$ cat config.mk
export PLATFORM = sky130hd
export DESIGN_NAME = lsu_stage
export DESIGN_NICKNAME = d
export VERILOG_FILES = /design/src/rtl/lsu_stage_pkg.sv /design/src/rtl/lsu_byte_lane.sv /design/src/rtl/lsu_stage.sv
export SDC_FILE = /design/constraint.sdc
export NUM_CORES = 1
export LEC_CHECK = 0
export ABC_AREA = 1
export CORE_MARGIN = 2
export CORE_UTILIZATION = 52
export CTS_BUF_LIST = sky130_fd_sc_hd__clkbuf_2
export DETAILED_ROUTE_END_ITERATION = 16
export PLACE_DENSITY = 0.89
export SETUP_SLACK_MARGIN = 0.15
export SLEW_MARGIN = 10
export SYNTH_ARGS = -nofsm -noshare
export SYNTH_HDL_FRONTEND = slang
export SYNTH_SLANG_ARGS = --single-unit
$ cat constraint.sdc
create_clock -name clk -period 8.6 [get_ports clk]
set_input_delay 1.72 -clock clk [delete_from_list [all_inputs] [get_ports clk]]
set_output_delay 1.72 -clock clk [all_outputs]
set_load 0.02 [all_outputs]
$ cat src/rtl/lsu_stage_pkg.sv
// Shared definitions for the load/store stage: opcode patterns, the
// instruction record, FSM states and byte-lane helper functions.
package lsu_stage_pkg;

    // Executed-instruction opcodes; memory ops live in the upper half.
    typedef enum logic [3:0] {
        kADDU = 4'h0,
        kSUBU = 4'h1,
        kAND  = 4'h2,
        kOR   = 4'h3,
        kXOR  = 4'h4,
        kSLT  = 4'h5,
        kLW   = 4'h8,
        kLBU  = 4'h9,
        kSW   = 4'hA,
        kSB   = 4'hB
    } opcode_e;

    typedef struct packed {
        opcode_e opcode;
    } instruction_s;

    typedef enum logic [1:0] {
        IDLE = 2'd0,
        REQ  = 2'd1,
        WAIT = 2'd2
    } lsu_state_e;

    function automatic logic is_load(input opcode_e op);
        return (op == kLW) || (op == kLBU);
    endfunction

    function automatic logic is_store(input opcode_e op);
        return (op == kSW) || (op == kSB);
    endfunction

    // Word ops touch all four lanes; byte ops touch the addressed lane only.
    function automatic logic [3:0] byte_enable(input logic is_byte, input logic [1:0] off);
        return is_byte ? (4'b0001 << off) : 4'hF;
    endfunction

    // Byte stores replicate the low byte so it lands on whichever lane is enabled.
    function automatic logic [31:0] store_lanes(input logic is_byte, input logic [31:0] data);
        return is_byte ? {4{data[7:0]}} : data;
    endfunction

    // Byte loads zero-extend the addressed lane of the returned word.
    function automatic logic [31:0] lane_extract(input logic is_byte, input logic [1:0] off,
                                                 input logic [31:0] rdata);
        logic [7:0] lane;
        case (off)
            2'd0:    lane = rdata[7:0];
            2'd1:    lane = rdata[15:8];
            2'd2:    lane = rdata[23:16];
            default: lane = rdata[31:24];
        endcase
        return is_byte ? {24'b0, lane} : rdata;
    endfunction

endpackage

$ cat src/rtl/lsu_byte_lane.sv
// Combinational byte-lane steering: store byte enables / write data and
// load-data lane extraction.
module lsu_byte_lane
    import lsu_stage_pkg::*;
(
    input  logic        st_is_byte,
    input  logic [1:0]  st_off,
    input  logic [31:0] st_data,
    input  logic        ld_is_byte,
    input  logic [1:0]  ld_off,
    input  logic [31:0] ld_rdata,
    output logic [3:0]  st_be,
    output logic [31:0] st_wdata,
    output logic [31:0] ld_data
);

    // Steer store data onto lanes and pick the load lane.
    always_comb begin
        st_be    = byte_enable(st_is_byte, st_off);
        st_wdata = store_lanes(st_is_byte, st_data);
        ld_data  = lane_extract(ld_is_byte, ld_off, ld_rdata);
    end

endmodule

$ cat src/rtl/lsu_stage.sv
// Load/store + writeback stage. ALU results go straight to writeback; load
// and store opcodes run one data-memory access through req/gnt/rvalid, with
// misalignment detection and an access timeout.
module lsu_stage
    import lsu_stage_pkg::*;
#(
    parameter int unsigned TIMEOUT_CYCLES = 255
) (
    input  logic         clk,
    input  logic         reset,
    input  logic         valid_i,
    output logic         ready_o,
    input  instruction_s op_i,
    input  logic [31:0]  result_i,
    input  logic [31:0]  addr_i,
    input  logic [4:0]   wb_sel_i,
    input  logic         wb_en_i,
    output logic         mem_req_o,
    output logic         mem_we_o,
    output logic [31:0]  mem_addr_o,
    output logic [31:0]  mem_wdata_o,
    output logic [3:0]   mem_be_o,
    input  logic         mem_gnt_i,
    input  logic         mem_rvalid_i,
    input  logic [31:0]  mem_rdata_i,
    output logic         wb_valid_o,
    output logic [4:0]   wb_sel_o,
    output logic [31:0]  wb_data_o,
    output logic         misalign_o,
    output logic         timeout_o
);

    lsu_state_e  state_q, state_d;
    logic        ready_q, ready_d;
    logic        mem_req_q, mem_req_d;
    logic        mem_we_q, mem_we_d;
    logic [31:0] mem_addr_q, mem_addr_d;
    logic [31:0] mem_wdata_q, mem_wdata_d;
    logic [3:0]  mem_be_q, mem_be_d;
    logic        wb_valid_q, wb_valid_d;
    logic [4:0]  wb_sel_q, wb_sel_d;
    logic [31:0] wb_data_q, wb_data_d;
    logic        misalign_q, misalign_d;
    logic        timeout_q, timeout_d;
    logic        ld_byte_q, ld_byte_d;
    logic [1:0]  ld_off_q, ld_off_d;
    logic [15:0] tmo_cnt_q, tmo_cnt_d;

    opcode_e     op;
    logic        accept;
    logic        acc_load;
    logic        acc_store;
    logic        acc_mem;
    logic [31:0] acc_addr;
    logic        acc_misalign;
    logic [16:0] tmo_next;
    logic        tmo_expire;
    logic [3:0]  st_be;
    logic [31:0] st_wdata;
    logic [31:0] ld_data;

    assign op        = op_i.opcode;
    assign accept    = valid_i && ready_q && (state_q == IDLE);
    assign acc_load  = is_load(op);
    assign acc_store = is_store(op);
    assign acc_mem   = acc_load || acc_store;
    // Loads take their address from the ALU result, stores from the rs operand.
    assign acc_addr  = acc_store ? addr_i : result_i;
    assign acc_misalign = ((op == kLW) || (op == kSW)) && (acc_addr[1:0] != 2'b00);

    // Timeout fires on the cycle whose increment would reach the limit.
    assign tmo_next   = {1'b0, tmo_cnt_q} + 17'd1;
    assign tmo_expire = (tmo_next == 17'(TIMEOUT_CYCLES));

    lsu_byte_lane u_byte_lane (
        .st_is_byte (op == kSB),
        .st_off     (acc_addr[1:0]),
        .st_data    (result_i),
        .ld_is_byte (ld_byte_q),
        .ld_off     (ld_off_q),
        .ld_rdata   (mem_rdata_i),
        .st_be      (st_be),
        .st_wdata   (st_wdata),
        .ld_data    (ld_data)
    );

    // State and output registers; reset aborts any access immediately.
    always_ff @(posedge clk or posedge reset) begin
        // NOTE: every register, datapath included, is reset because all of them drive ports.
        if (reset) begin
            state_q     <= IDLE;
            ready_q     <= 1'b0;
            mem_req_q   <= 1'b0;
            mem_we_q    <= 1'b0;
            mem_addr_q  <= '0;
            mem_wdata_q <= '0;
            mem_be_q    <= '0;
            wb_valid_q  <= 1'b0;
            wb_sel_q    <= '0;
            wb_data_q   <= '0;
            misalign_q  <= 1'b0;
            timeout_q   <= 1'b0;
            ld_byte_q   <= 1'b0;
            ld_off_q    <= '0;
            tmo_cnt_q   <= '0;
        end else begin
            // NOTE: non-blocking so every register samples pre-edge values.
            state_q     <= state_d;
            ready_q     <= ready_d;
            mem_req_q   <= mem_req_d;
            mem_we_q    <= mem_we_d;
            mem_addr_q  <= mem_addr_d;
            mem_wdata_q <= mem_wdata_d;
            mem_be_q    <= mem_be_d;
            wb_valid_q  <= wb_valid_d;
            wb_sel_q    <= wb_sel_d;
            wb_data_q   <= wb_data_d;
            misalign_q  <= misalign_d;
            timeout_q   <= timeout_d;
            ld_byte_q   <= ld_byte_d;
            ld_off_q    <= ld_off_d;
            tmo_cnt_q   <= tmo_cnt_d;
        end
    end

    // Next-state logic: IDLE -> REQ on an aligned memory op, REQ -> WAIT on a load grant.
    always_comb begin
        state_d = state_q;
        case (state_q)
            IDLE: if (accept && acc_mem && !acc_misalign) state_d = REQ;
            REQ: begin
                if (mem_gnt_i)       state_d = mem_we_q ? IDLE : WAIT;
                else if (tmo_expire) state_d = IDLE;
            end
            WAIT: if (mem_rvalid_i || tmo_expire) state_d = IDLE;
            default: state_d = IDLE;
        endcase
    end

    // Output/datapath next values; pulses default low, everything else holds.
    always_comb begin
        // NOTE: defaults first so no path through the case can infer a latch.
        ready_d     = ready_q;
        mem_req_d   = mem_req_q;
        mem_we_d    = mem_we_q;
        mem_addr_d  = mem_addr_q;
        mem_wdata_d = mem_wdata_q;
        mem_be_d    = mem_be_q;
        wb_valid_d  = 1'b0;
        wb_sel_d    = wb_sel_q;
        wb_data_d   = wb_data_q;
        misalign_d  = 1'b0;
        timeout_d   = 1'b0;
        ld_byte_d   = ld_byte_q;
        ld_off_d    = ld_off_q;
        tmo_cnt_d   = tmo_cnt_q;
        case (state_q)
            IDLE: begin
                ready_d = 1'b1;
                if (accept) begin
                    wb_sel_d = wb_sel_i;
                    if (!acc_mem) begin
                        wb_data_d  = result_i;
                        wb_valid_d = wb_en_i;
                    end else if (acc_misalign) begin
                        misalign_d = 1'b1;
                    end else begin
                        ready_d     = 1'b0;
                        mem_req_d   = 1'b1;
                        mem_we_d    = acc_store;
                        mem_addr_d  = {acc_addr[31:2], 2'b00};
                        mem_be_d    = acc_store ? st_be : 4'hF;
                        mem_wdata_d = acc_store ? st_wdata : mem_wdata_q;
                        ld_byte_d   = (op == kLBU);
                        ld_off_d    = acc_addr[1:0];
                        tmo_cnt_d   = '0;
                    end
                end
            end
            REQ: begin
                tmo_cnt_d = tmo_next[15:0];
                if (mem_gnt_i) begin
                    mem_req_d = 1'b0;
                    ready_d   = mem_we_q;
                end else if (tmo_expire) begin
                    mem_req_d = 1'b0;
                    timeout_d = 1'b1;
                    ready_d   = 1'b1;
                end
            end
            WAIT: begin
                tmo_cnt_d = tmo_next[15:0];
                if (mem_rvalid_i) begin
                    wb_valid_d = 1'b1;
                    wb_data_d  = ld_data;
                    ready_d    = 1'b1;
                end else if (tmo_expire) begin
                    timeout_d = 1'b1;
                    ready_d   = 1'b1;
                end
            end
            default: ;
        endcase
    end

    assign ready_o     = ready_q;
    assign mem_req_o   = mem_req_q;
    assign mem_we_o    = mem_we_q;
    assign mem_addr_o  = mem_addr_q;
    assign mem_wdata_o = mem_wdata_q;
    assign mem_be_o    = mem_be_q;
    assign wb_valid_o  = wb_valid_q;
    assign wb_sel_o    = wb_sel_q;
    assign wb_data_o   = wb_data_q;
    assign misalign_o  = misalign_q;
    assign timeout_o   = timeout_q;

endmodule

==> results.toml <==
[route]
ant_nets = 0
viasPerCell = 5.61
vias = 6811
drtPass1Iterations = 6
wirelength_um = 22100
drc = 0
drt_iter0_drc = 566
post_drt_wl_per_cell_um = 18.1

[worst_setup_path]
critPathMaxFanout = 35
arrival_ns = 4.61
rrSetupSlack_ns = 5.14
crit_start = "op_i[2]"
critPathLaunchType = "primary input"
crit_path_end = "mem_wdata_o[0]"
crit-reg2reg-launch = "state_q[0]"
crit_path_end_kind = "flip-flop"
r2r-end = "wb_data_o[19]"
ff2ff_path_depth = 8
crit_required_ns = 9.24
crit_type = "primary input to flip-flop"

[global_routing]
grt_max_degree = 70
antenna_found_initial = 0
grt_pass1_vias = 6547
grt_pass1_wl_um = 34900
grtUsageTotal_pct = 32.0
grt_overflow_total = 0

[final_layout]
diodes = 0
utilization_pct = 73.2
drive_above_1_share_pct = 8.72
design_area_um2 = 9270
seqCellArea_um2 = 3250
fillers = 948
final_nets = 1147
multi_input_area_um2 = 3010
syn_to_final_growth_pct = 36.5

[pwr]
vdd_drop_max_mv = 0.220
power.leakage_nw = 4.19
power_mw = 3.21
cellPowerDensity_nw_per_um2 = 346

[timing]
fin_setup_tns_ns = 0
setup_viol = 0
slew-limit-headroom_pct = 32.4
max_freq_ghz = 0.252
min_period_over_period_pct = 46.2
fin_worst_skew_ns = 0.0254
maxSlewViolCount = 0
rsz0062_at_grt = "false"
fin_crit_ns = 3.97
worst_pin_slew_ns = 1.01
hold_viol = 0

[clock_network]
post_cts_buffers = 0
cts_tree = "built"
root_buffer = "clkbuf_2"
numCtsBuffers = 17
clock_sinks = 130
clk_latency_ns = 0.72
cts_hold_buffers = 0
ctsResizeCount = 0
h-tree-depth = 4
clk_pin_slew_ns = 0.18
clock_path_buffers = 2

[floorplanning]
dieArea_um2 = 14000
num_rows = 41
die_y_um = 118
start_util_pct = 53.6
io_pins = 222
core-area_um2 = 12700
die_w_um = 118

[synthesis]
syn_inst = 829
postSynthAreaPerCell_um2 = 8.19
synth_edf_count = 0
synth_area_um2 = 6790
synthTopCellsByArea = "dfrtp_1 48%, nand2_1 14%, inv_1 4.6%, o21ai_0 3.4%, mux2_2 3.3%"
async_flop_share_pct = 100
synth_warnings = 0
ys.flop_type = "dfrtp_1"
synth_cell_type_count = 43
synth-seq-area-share_pct = 47.9
synthDominantCellAreaShare_pct = 47.9
synth_top_cell_by_area = "dfrtp_1"
synth.ff_latch_count = 130

[worst_hold_path]
hold_depth = 2
hold_path_class = "flip-flop to flip-flop"

[place]
port-buffer-count = 219
place_area_um2 = 9020
gp_congestion = 0.950
dp.final_hpwl_um = 16500

[job]
cap_violations = 0

[run_status]
status = "complete, no violations"
==> critical path: stages <==
cell and delay, ns:
clkdlybuf4s50_1 0.49, nor2_8 0.21, nand2_4 0.26, o21ai_2 0.30, nand2_2 0.09, nand3_2 0.11, nand2_4 0.13, nor2_4 0.58
inv_2 0.44, o21ai_0 0.26
==> Yosys cell counts (all sizes together), types with 2 or more instances <==
cell and instances:
mux2 24, ha 6, buf 25, clkbuf 16
nand2 259, dfrtp 130, o22ai 35, nor2 60
a221oi 10, a21oi 15, a31oi 41, o21bai 2
o21a 3, nor3 2, or2 5, o21ai 55
o211ai 4, nand4 10, inv 86, nand3 35
==> routing by layer <==
| metal | routed length [um] | share of wire [%] | GRT usage (%) | vias up |
|---|---|---|---|---|
| met3 | 2180 | 9.9 | 8.49 | 68 |
| li1 | - | - | - | 3158 |
| met1 | 9130 | 41 | 43.8 | 3154 |
| met2 | 9770 | 44 | 47.6 | 431 |
| met4 | 960 | 4.4 | 14.7 | 0 |
| met5 | 0 | 0 | 0 | - |
==> state kept, by name, summed over array words and instances, names as in the netlist, 2 cells and up <==
signal / flops
mem_wdata_o: 32
ld_off_q: 2
state_q: 2
mem_addr_o: 30
mem_be_o: 4
wb_data_o: 32
tmo_cnt_q: 16
wb_sel_o: 5
==> cells in the final DEF, fill, tap and decap left out, drive strengths merged <==
cell	count
nand3	35
nand2	259
a21oi	15
ha	6
clkbuf	18
nor2	60
conb	2
clkinvlp	3
a221oi	10
o22ai	35
nor3	2
o21ai	55
clkdlybuf4s50	219
and2	1
clkinv	7
o21a	3
nor4	1
or2	5
o2111ai	1
buf	3
a31oi	41
bufinv	3
nand4	10
inv	88
mux2	24
o211ai	4
o21bai	2
nand3b	1
dfrtp	130
==> how the worst min path moves through the flow <==
stage | startpoint | end | slack (ns)
2_1_floorplan | tmo_cnt_q[0] | tmo_cnt_q[0] | 0.51
3_3_place_gp | mem_wdata_o[27] | mem_wdata_o[27] | 0.46
3_5_place_dp | mem_wdata_o[23] | mem_wdata_o[23] | 0.46
4_1_cts | mem_req_o | mem_req_o | 0.50
5_1_grt | mem_wdata_o[27] | mem_wdata_o[27] | 0.52
6_report | mem_req_o | mem_req_o | 0.49
==> cell families (layout without fill, tap and decap cells) <==
family / after synthesis / after routing / share of synthesized area [%]
other: 1 / 2 / 0.0552
adders and majority gates: 6 / 6 / 1.11
muxes: 24 / 24 / 3.98
buffers and inverters: 128 / 341 / 7.99
and+or+nand+nor: 374 / 374 / 23.2
DFF: 130 / 130 / 47.9
AOI/OAI and AO/OA: 166 / 166 / 15.8
==> report_power, final <==
part	switching [mW]	leakage (nW)	internal [mW]
Sequential	0.198	1.58	0.887
Clock	0.235	0.148	0.162
Combinational	0.950	2.46	0.776
Total	1.38	4.19	1.83
==> per-stage QoR <==
| step | hold slack [ns] | setup WS, ns | std cells |
|---|---|---|---|
| after floorplan | 0.508 | 3.41 | 830 |
| after global placement | 0.455 | 4.00 | 1183 |
| after detailed placement | 0.461 | 3.90 | 1183 |
| after CTS | 0.502 | 4.69 | 1215 |
| after global routing | 0.523 | 4.41 | 1215 |
| final | 0.493 | 4.63 | 1215 |
==> area by class of cell <==
cell class	count	area share (%)
Tap cell	172	2.32
Multi-Input combinational cell	572	32.4
Inverter	87	3.58
Clock buffer	18	0.971
Clock inverter	14	1.75
Timing Repair Buffer	222	23.9
Sequential cell	130	35.1
(Power assumes the default switching activity.)
